`src/rtl/d_branch_pred_cmp_pkg.sv`:
```
// Shared constants for the D-stage branch resolver: MIPS branch opcodes,
// REGIMM rt selectors and the 2-bit saturating counter encodings.
package d_branch_pred_cmp_pkg;

  localparam logic [5:0] OP_REGIMM = 6'b000001;
  localparam logic [5:0] OP_BEQ    = 6'b000100;
  localparam logic [5:0] OP_BNE    = 6'b000101;
  localparam logic [5:0] OP_BLEZ   = 6'b000110;
  localparam logic [5:0] OP_BGTZ   = 6'b000111;

  localparam logic [4:0] RT_BLTZ = 5'b00000;
  localparam logic [4:0] RT_BGEZ = 5'b00001;

  typedef enum logic [1:0] {
    SNT = 2'b00,
    WNT = 2'b01,
    WT  = 2'b10,
    ST  = 2'b11
  } ctr_t;

  // Saturating step: taken moves toward ST, not-taken toward SNT.
  function automatic logic [1:0] ctr_next(input logic [1:0] cur, input logic taken);
    logic [1:0] nxt;
    nxt = cur;
    if (taken && cur != ST)
      nxt = cur + 2'd1;
    else if (!taken && cur != SNT)
      nxt = cur - 2'd1;
    return nxt;
  endfunction

endpackage

```
`src/rtl/d_branch_pred_cmp_cond.sv`:
```
// Combinational decode and compare for the six MIPS conditional branches.
// Zero-compare branches look only at the sign and zero-ness of left.
module d_branch_cond
  import d_branch_pred_cmp_pkg::*;
#(
  parameter int DATA_W = 32
) (
  input  logic [5:0]        opcode,
  input  logic [4:0]        rt,
  input  logic [DATA_W-1:0] left,
  input  logic [DATA_W-1:0] right,
  output logic              is_branch,
  output logic              branch_taken
);

  logic left_neg;
  logic left_zero;

  assign left_neg  = left[DATA_W-1];
  assign left_zero = (left == '0);

  always_comb begin
    is_branch    = 1'b0;
    branch_taken = 1'b0;
    case (opcode)
      OP_BEQ: begin
        is_branch    = 1'b1;
        branch_taken = (left == right);
      end
      OP_BNE: begin
        is_branch    = 1'b1;
        branch_taken = (left != right);
      end
      OP_BLEZ: begin
        is_branch    = 1'b1;
        branch_taken = left_neg | left_zero;
      end
      OP_BGTZ: begin
        is_branch    = 1'b1;
        branch_taken = ~left_neg & ~left_zero;
      end
      OP_REGIMM: begin
        if (rt == RT_BGEZ) begin
          is_branch    = 1'b1;
          branch_taken = ~left_neg;
        end else if (rt == RT_BLTZ) begin
          is_branch    = 1'b1;
          branch_taken = left_neg;
        end
      end
      default: begin
        is_branch    = 1'b0;
        branch_taken = 1'b0;
      end
    endcase
  end

endmodule

```
`src/rtl/d_branch_pred_cmp.sv`:
```
// D-stage branch resolver with a 2-bit saturating pattern-history predictor.
// Optional BRANCH_STATS_EN adds resolve/mispredict counters br_count, mp_count.
module d_branch_pred_cmp
  import d_branch_pred_cmp_pkg::*;
#(
  parameter int         DATA_W     = 32,
  parameter int         PHT_DEPTH  = 64,
  parameter logic [1:0] INIT_STATE = 2'b01
) (
  input  logic              clk,
  input  logic              reset,
  input  logic [31:0]       f_pc,
  output logic              f_pred_taken,
  input  logic              d_valid,
  input  logic              d_stall,
  input  logic [31:0]       d_pc,
  input  logic [31:0]       d_instr,
  input  logic              d_pred_taken,
  input  logic [DATA_W-1:0] left,
  input  logic [DATA_W-1:0] right,
  output logic              is_branch,
  output logic              branch_taken,
  output logic              mispredict
`ifdef BRANCH_STATS_EN
  ,
  output logic [31:0]       br_count,
  output logic [31:0]       mp_count
`endif
);

  localparam int IDX_W = $clog2(PHT_DEPTH);

  logic [1:0]       pht [PHT_DEPTH];
  logic [IDX_W-1:0] f_idx;
  logic [IDX_W-1:0] d_idx;
  logic             resolve;

  d_branch_cond #(.DATA_W(DATA_W)) u_cond (
    .opcode       (d_instr[31:26]),
    .rt           (d_instr[20:16]),
    .left         (left),
    .right        (right),
    .is_branch    (is_branch),
    .branch_taken (branch_taken)
  );

  assign f_idx = f_pc[IDX_W+1:2];
  assign d_idx = d_pc[IDX_W+1:2];

  // d_valid qualifies the D instruction; d_stall freezes it, so a branch
  // resolves (and trains) only on a cycle that is valid, not stalled, not reset.
  assign resolve    = d_valid & is_branch & ~d_stall & ~reset;
  assign mispredict = resolve & (branch_taken ^ d_pred_taken);

  // Reading the array directly returns the pre-update value on same-index collisions.
  assign f_pred_taken = reset ? INIT_STATE[1] : pht[f_idx][1];

  always_ff @(posedge clk) begin
    if (reset) begin
      for (int i = 0; i < PHT_DEPTH; i++)
        pht[i] <= INIT_STATE;
    end else if (resolve) begin
      pht[d_idx] <= ctr_next(pht[d_idx], branch_taken);
    end
  end

`ifdef BRANCH_STATS_EN
  always_ff @(posedge clk) begin
    if (reset) begin
      br_count <= '0;
      mp_count <= '0;
    end else begin
      if (resolve)
        br_count <= br_count + 32'd1;
      if (mispredict)
        mp_count <= mp_count + 32'd1;
    end
  end
`endif

  logic unused_pc_bits;
  assign unused_pc_bits = ^{f_pc[1:0], f_pc[31:IDX_W+2], d_pc[1:0], d_pc[31:IDX_W+2],
                            d_instr[25:21], d_instr[15:0]};

endmodule

```
`config.mk`:
```
export PLATFORM = sky130hd
export DESIGN_NAME = d_branch_pred_cmp
export DESIGN_NICKNAME = d
export VERILOG_FILES = /design/src/rtl/d_branch_pred_cmp_pkg.sv /design/src/rtl/d_branch_pred_cmp_cond.sv /design/src/rtl/d_branch_pred_cmp.sv
export SDC_FILE = /design/constraint.sdc
export NUM_CORES = 1
export LEC_CHECK = 0
export ABC_AREA = 1
export CAP_MARGIN = 20
export CORE_AREA = 3 3 149 151
export CTS_CLUSTER_SIZE = 16
export DETAILED_ROUTE_END_ITERATION = 10
export DIE_AREA = 0 0 152 154
export PLACE_DENSITY = 0.68
export SLEW_MARGIN = 0
export SYNTH_ARGS = -nofsm -noshare
export SYNTH_HDL_FRONTEND = slang
export SYNTH_SLANG_ARGS = --single-unit
```
`constraint.sdc`:
```
create_clock -name clk -period 7.9 [get_ports clk]
set_clock_uncertainty 0.1 [all_clocks]
set_input_delay 1.58 -clock clk [delete_from_list [all_inputs] [get_ports clk]]
set_output_delay 1.58 -clock clk [all_outputs]
set_load 0.02 [all_outputs]
```
Yosys cells after proc, flatten, opt, wreduce, memory -nomap -nowiden:

Memories as Yosys holds them, arrays and structs flattened.
Cells that the tools add are included.

* output and inout bits: 4
* memories kept: 1
* bits in writable memories: 128
* input bits: 165
* word-level logic and storage cells: 50
* flip-flop bits (word level): 0

* bitwise operators: 11
* add/sub/neg operators: 2
* equality and inequality tests: 9
* muxes and demuxes: 19
* reductions and logical operators: 8

Memories
* pht: depth 64, bits a word 2, read ports 2, clocked after Yosys merged registers in 0, write ports 64, RTL line d_branch_pred_cmp.sv:33 `logic [1:0] pht [PHT_DEPTH];`

Operators by type and width (count)
* == test 32 bit: 1
* logical NOT 32 bit: 1
* inequality test 32 bit: 1
* == test 6 x 3 -> 1 bit (second input constant): 4
* two-way mux 1 bit: 11
* two-way mux 2 bit: 5
* == test 6 x 1 -> 1 bit (second input constant): 1
* two-way mux 6 bit: 1
* AND 1 bit: 5
* == test 5 x 1 -> 1 bit (second input constant): 1
* logical NOT 5 bit: 1
* case mux 1 bit (5 select lines): 1
* inverter 1 bit: 4
* OR reduction 4 bit: 1
* adder 2 x 1 -> 2 bit (second input constant): 1
* logical AND 1 bit: 2
* inequality test 2 bit (second input constant): 1
* case mux 1 bit (2 select lines): 1
* nonzero test 2 bit: 1
* OR reduction 2 bit: 1
* subtractor 2 x 1 -> 2 bit (second input constant): 1
* logical NOT 1 bit: 1
* bitwise OR 1 bit: 1
* bitwise XOR 1 bit: 1

Logic depth before layout (Yosys ltp):

* depth in word-level cells: 12
* gate-level depth with buffers: 21
* depth with buffers taken out: 19

Cells and area by module:

From an unflattened synthesis, not the netlist that was laid out.

* cell total of the unflattened synthesis: 1161
* area, all modules: 8663.3 um2

By module, submodules not included
* d_branch_pred_cmp: seq. area each 3843.7 um2, area each 7925.1 um2, instances 1, cells an instance 1019
* d_branch_cond: seq. area each 0.0 um2, area each 738.2 um2, instances 1, cells an instance 142

Least setup slack after synthesis:

Ideal clock, no wire load.

* kind: in2out
* start point: input d_instr[26]
* end point: output mispredict
* buffers on the path: 0
* required time: 6.220 ns
* cell stages on the path: 6
* arrival time: 3.152 ns
* slack: 3.068 ns
* cell sequence: inv_1 nor2_1 nand3_1 o21ai_0 nand3_1 nor2_1

* cells in the longest elaborated chain, start to end: 7
* elaborated cells between the ends (all ways): 13
* those cells by class: 5 x eq/ne; 2 x mux; 5 x bitwise; 1 x reduce/logical

Ends and longest elaborated chain
* start: declaration: RTL line d_branch_pred_cmp.sv:17 `input logic [31:0] d_instr,`
* == test 6 x 3 -> 1 bit: RTL line d_branch_pred_cmp_cond.sv:25 `case (opcode)`
* OR reduction 4 bit (no source line)
* case mux 1 bit (2 select lines) (*): RTL line d_branch_pred_cmp_cond.sv:25
* via is_branch: RTL line d_branch_pred_cmp.sv:21 `output logic is_branch,`
* AND 1 bit (*) (3 in a row): RTL line d_branch_pred_cmp.sv:52 `assign resolve = d_valid & is_branch & ~d_stall & ~reset;`
* AND 1 bit (*): RTL line d_branch_pred_cmp.sv:53 `assign mispredict = resolve & (branch_taken ^ d_pred_taken);`
* end: declaration: RTL line d_branch_pred_cmp.sv:23 `output logic mispredict`

The timed path passes the listed nets; every way through them passes the cells marked *.

Worst setup path after layout:

* start point: input f_pc[2]
* end point: output f_pred_taken

* cells in the longest elaborated chain, start to end: 2

Ends and longest elaborated chain
* start: declaration: RTL line d_branch_pred_cmp.sv:12 `input logic [31:0] f_pc,`
* memory read (64 x 2 bit)
* two-way mux 1 bit: RTL line d_branch_pred_cmp.sv:56 `assign f_pred_taken = reset ? INIT_STATE[1] : pht[f_idx][1];`
* end: declaration: RTL line d_branch_pred_cmp.sv:13 `output logic f_pred_taken,`

No other way between the ends.

==> results by group <==
Synth
  – Area fraction of the dominant cell type after synthesis: ~46%
  – Syn_area_per_cell: roughly 7.5 um^2
  – Synth Warn #: 0
  – Syn_nets: 1274
  – Post-Synthesis Cells: about 1100
  – #FFs+latches synth: 128
  – Syn Std Cell Area: approximately 8300 um^2
  – Seq/Total Area, Yosys: between 40 and 50%
  – Largest area contributor in the netlist: edfxtp_1
  – Netlist cell types: 32
  – Synth top area cells: edfxtp_1, nand2_1, nor2_1

Clocking
  – Max Buffers Root-to-Sink: 2
  – H-tree depth: 4
  – CTS Buf Count: 17
  – CTS tree: yes
  – Total setup buffers inserted after CTS: 0
  – CTS clk-pin slew, worst paths: approximately 0.05 ns
  – Sink Count: roughly 130
  – Resized Gates After CTS: 0
  – Clock Tree Root: clkbuf_16
  – Hold Buf Count CTS: 0
  – Clk_lat worst skew: about 0.43 ns

Power and ir drop
  – Cell area power density: around 180 nW/um^2
  – Maximum vdd drop: 0.165 mV
  – Total Power: between 1.5 and 2 mW
  – Comb power frac: 17.9%
  – Static Leak: 3.73 nW
  – Power Internal: 1.29 mW
  – Sw Share: between 20% and 30%
  – Psw: just over 500 uW
  – Reg power frac: between 40 and 50%
  – Clk pwr share: 38.9%

Setup path
  – Worst reg2reg setup slack: ~4.7 ns
  – Worst EP arrival: ~4.7 ns
  – Crit path kind: in -> out
  – Worst reg-to-reg path cell count: 11
  – R2R Path Start: pht[23][0]
  – Worst setup EP type: primary output
  – Critical Path Source Type: primary input
  – Reg2reg end: pht[28][1]
  – Crit Path Max Fanout: 35
  – CP required: between 6 and 7 ns

Place
  – Pre-CTS setup slack: between 1.5 and 2 ns
  – Post-DP Area: 9360 um^2
  – Placed cells: between 1000 and 1500
  – Post-DP HPWL: roughly 17000 um
  – Buffers on Ports: 95
  – Gp weighted congestion: approximately 0.9

Layout
  – Layout cells sized above 1: 5.46%
  – Max reg flops: around 130
  – Largest reg by FF count: pht
  – Fillers: roughly 2100
  – Nets: 1346
  – Non-filler cells, final: ~1500
  – Regs by FF count: pht: 128 flops
  – Area delta synth->final: 18.5%
  – Finished Cell Area: 9870 um^2
  – N_diodes: 0
  – Final core utilization: between 40% and 50%

Timing
  – RSZ-0062 raised after global routing: no
  – Hold Slack: about 1.3 ns
  – Fin. max-slew vios: 0
  – Fin. Hold Viols: 0
  – Final period utilization: 81.3%
  – Fin Setup TNS: 0 ns
  – Rel. slew slack: 29.0%
  – Fin crit period: 6.42 ns
  – Least-Margin Pin Slew: approximately 1.1 ns
  – # setup viols final: 0
  – Peak Freq: 156 MHz
  – Final setup margin: approximately 1.5 ns

Floorplanning
  – # rows: 53
  – Starting Density: between 30% and 40%
  – Die area: about 23000 um^2
  – Die Ht: 154 um
  – Core area: around 21000 um^2
  – Die X: about 150 um
  – Ports: about 170

Status
  – Outcome: complete, no violations

Global routing
  – Initial antenna violation count: 0
  – Vias in the first global route: about 7600
  – All-layer global routing usage: between 20% and 30%
  – Overflow after GRT: 0
  – Maximum number of pins on one net before global-route repair: 65
  – First-pass GRT wire length: around 40000 um

Routing
  – Vias/cell: roughly 5.4
  – Via count: 7938
  – Routed WL per cell: ~18 um
  – Antenna Violating Nets Remaining: 0
  – Residual DRC: 0
  – DRT iter0 DRCs: about 770
  – Drt pass-1 iters: 5
  – Drt total wl: between 20000 and 30000 um

Hold path
  – Worst hold path class: reg -> reg
  – Min-delay src: pht[58][0]
  – End of the worst hold path: pht[61][0]
  – Hold path cells: 8

Run
  – Max Cap Viol: 0
[worst max path at each step]
stage                 from      endpoint  slack (ns)
3_3_place_gp       f_pc[2]  f_pred_taken        1.52
5_1_grt            f_pc[2]  f_pred_taken        1.36
3_5_place_dp       f_pc[2]  f_pred_taken        1.52
6_report           f_pc[2]  f_pred_taken        1.48
4_1_cts            f_pc[2]  f_pred_taken        1.50
2_1_floorplan  d_instr[26]    mispredict        3.07
[cell usage in the layout (no fill, tap or decap), types with 2 or more instances in the layout]
| cell type | instances |
|---|---|
| a21oi_2 | 10 |
| nand3_1 | 91 |
| edfxtp_1 | 128 |
| o221ai_1 | 12 |
| o21ai_1 | 5 |
| nand3_2 | 4 |
| a22oi_1 | 7 |
| o22ai_1 | 3 |
| nand4_1 | 13 |
| a21oi_1 | 73 |
| nor3_1 | 9 |
| nand2_2 | 2 |
| clkinv_1 | 3 |
| ha_1 | 2 |
| inv_1 | 135 |
| clkinv_2 | 7 |
| xnor2_1 | 24 |
| nor2_1 | 144 |
| clkdlybuf4s50_1 | 95 |
| inv_2 | 11 |
| nand2_1 | 330 |
| o21ai_0 | 44 |
| buf_4 | 9 |
| clkbuf_1 | 3 |
| clkbuf_16 | 17 |
[power by group through the flow]
| stage | logic, mW | clock network, mW | registers (mW) |
|---|---|---|---|
| after floorplan | 0.227 | 0 | 0.784 |
| after global placement | 0.314 | 0 | 0.787 |
| after detailed placement | 0.317 | 0 | 0.788 |
| after CTS | 0.318 | 0.696 | 0.775 |
| after global routing | 0.349 | 0.730 | 0.776 |
| final | 0.321 | 0.699 | 0.775 |
[cell type report]
type                    count  area (um^2)  share of cell area, %
repair buffers            104         1020                   10.3
multi-input cells         781         3600                   36.5
clock buffers              20          437                   4.42
clock inverters            10         72.6                  0.735
inverters                 147          552                   5.59
flip-flops and latches    128         3840                   38.9
well taps                 275          344                   3.49
[cells in the mapped netlist]
cell	count
inv_2	11
nand2_4	1
nand3_1	92
clkinv_1	1
o22ai_1	3
o221ai_1	12
buf_6	13
nor3_1	9
clkbuf_1	20
edfxtp_1	128
nand2_2	2
nand3_2	3
a21oi_2	10
xnor2_1	24
nand3b_1	1
inv_1	135
nor3_4	1
o21ai_0	44
buf_4	9
nand4_1	13
a21oi_1	73
nor2_1	144
ha_1	2
nor2_2	1
and2_0	1
o2bb2ai_1	1
and2_1	1
nand3_4	1
nand2_1	330
a22oi_1	7
buf_2	9
o21ai_1	5
[kinds of logic after synthesis]
logic type / share of synthesized area [%]
buffers and inverters: 10.6
adders and majority gates: 0.300
DFF: 46.2
xor gates and xnor gates: 2.52
AOI/OAI and AO/OA: 10.6
and+or+nand+nor: 29.8
[layer usage]
| metal | share of wire (%) | vias to the layer above | track usage [%] |
|---|---|---|---|
| li1 | - | 3756 | - |
| met2 | 49 | 409 | 37.8 |
| met3 | 8.7 | 89 | 3.32 |
| met1 | 37 | 3684 | 27.4 |
| met5 | 0 | - | 0 |
| met4 | 4.6 | 0 | 11.4 |
[critical path, cell delays in order]
cell and delay, ns:
clkdlybuf4s50_1 0.39, buf_4 0.26, inv_1 0.82, o21ai_0 0.18, o221ai_1 0.25, nand3_1 0.17, nand3_1 0.12, nand3_1 0.08
a21oi_1 0.23, clkdlybuf4s50_1 0.65
Power figures use the tool's default switching activity.
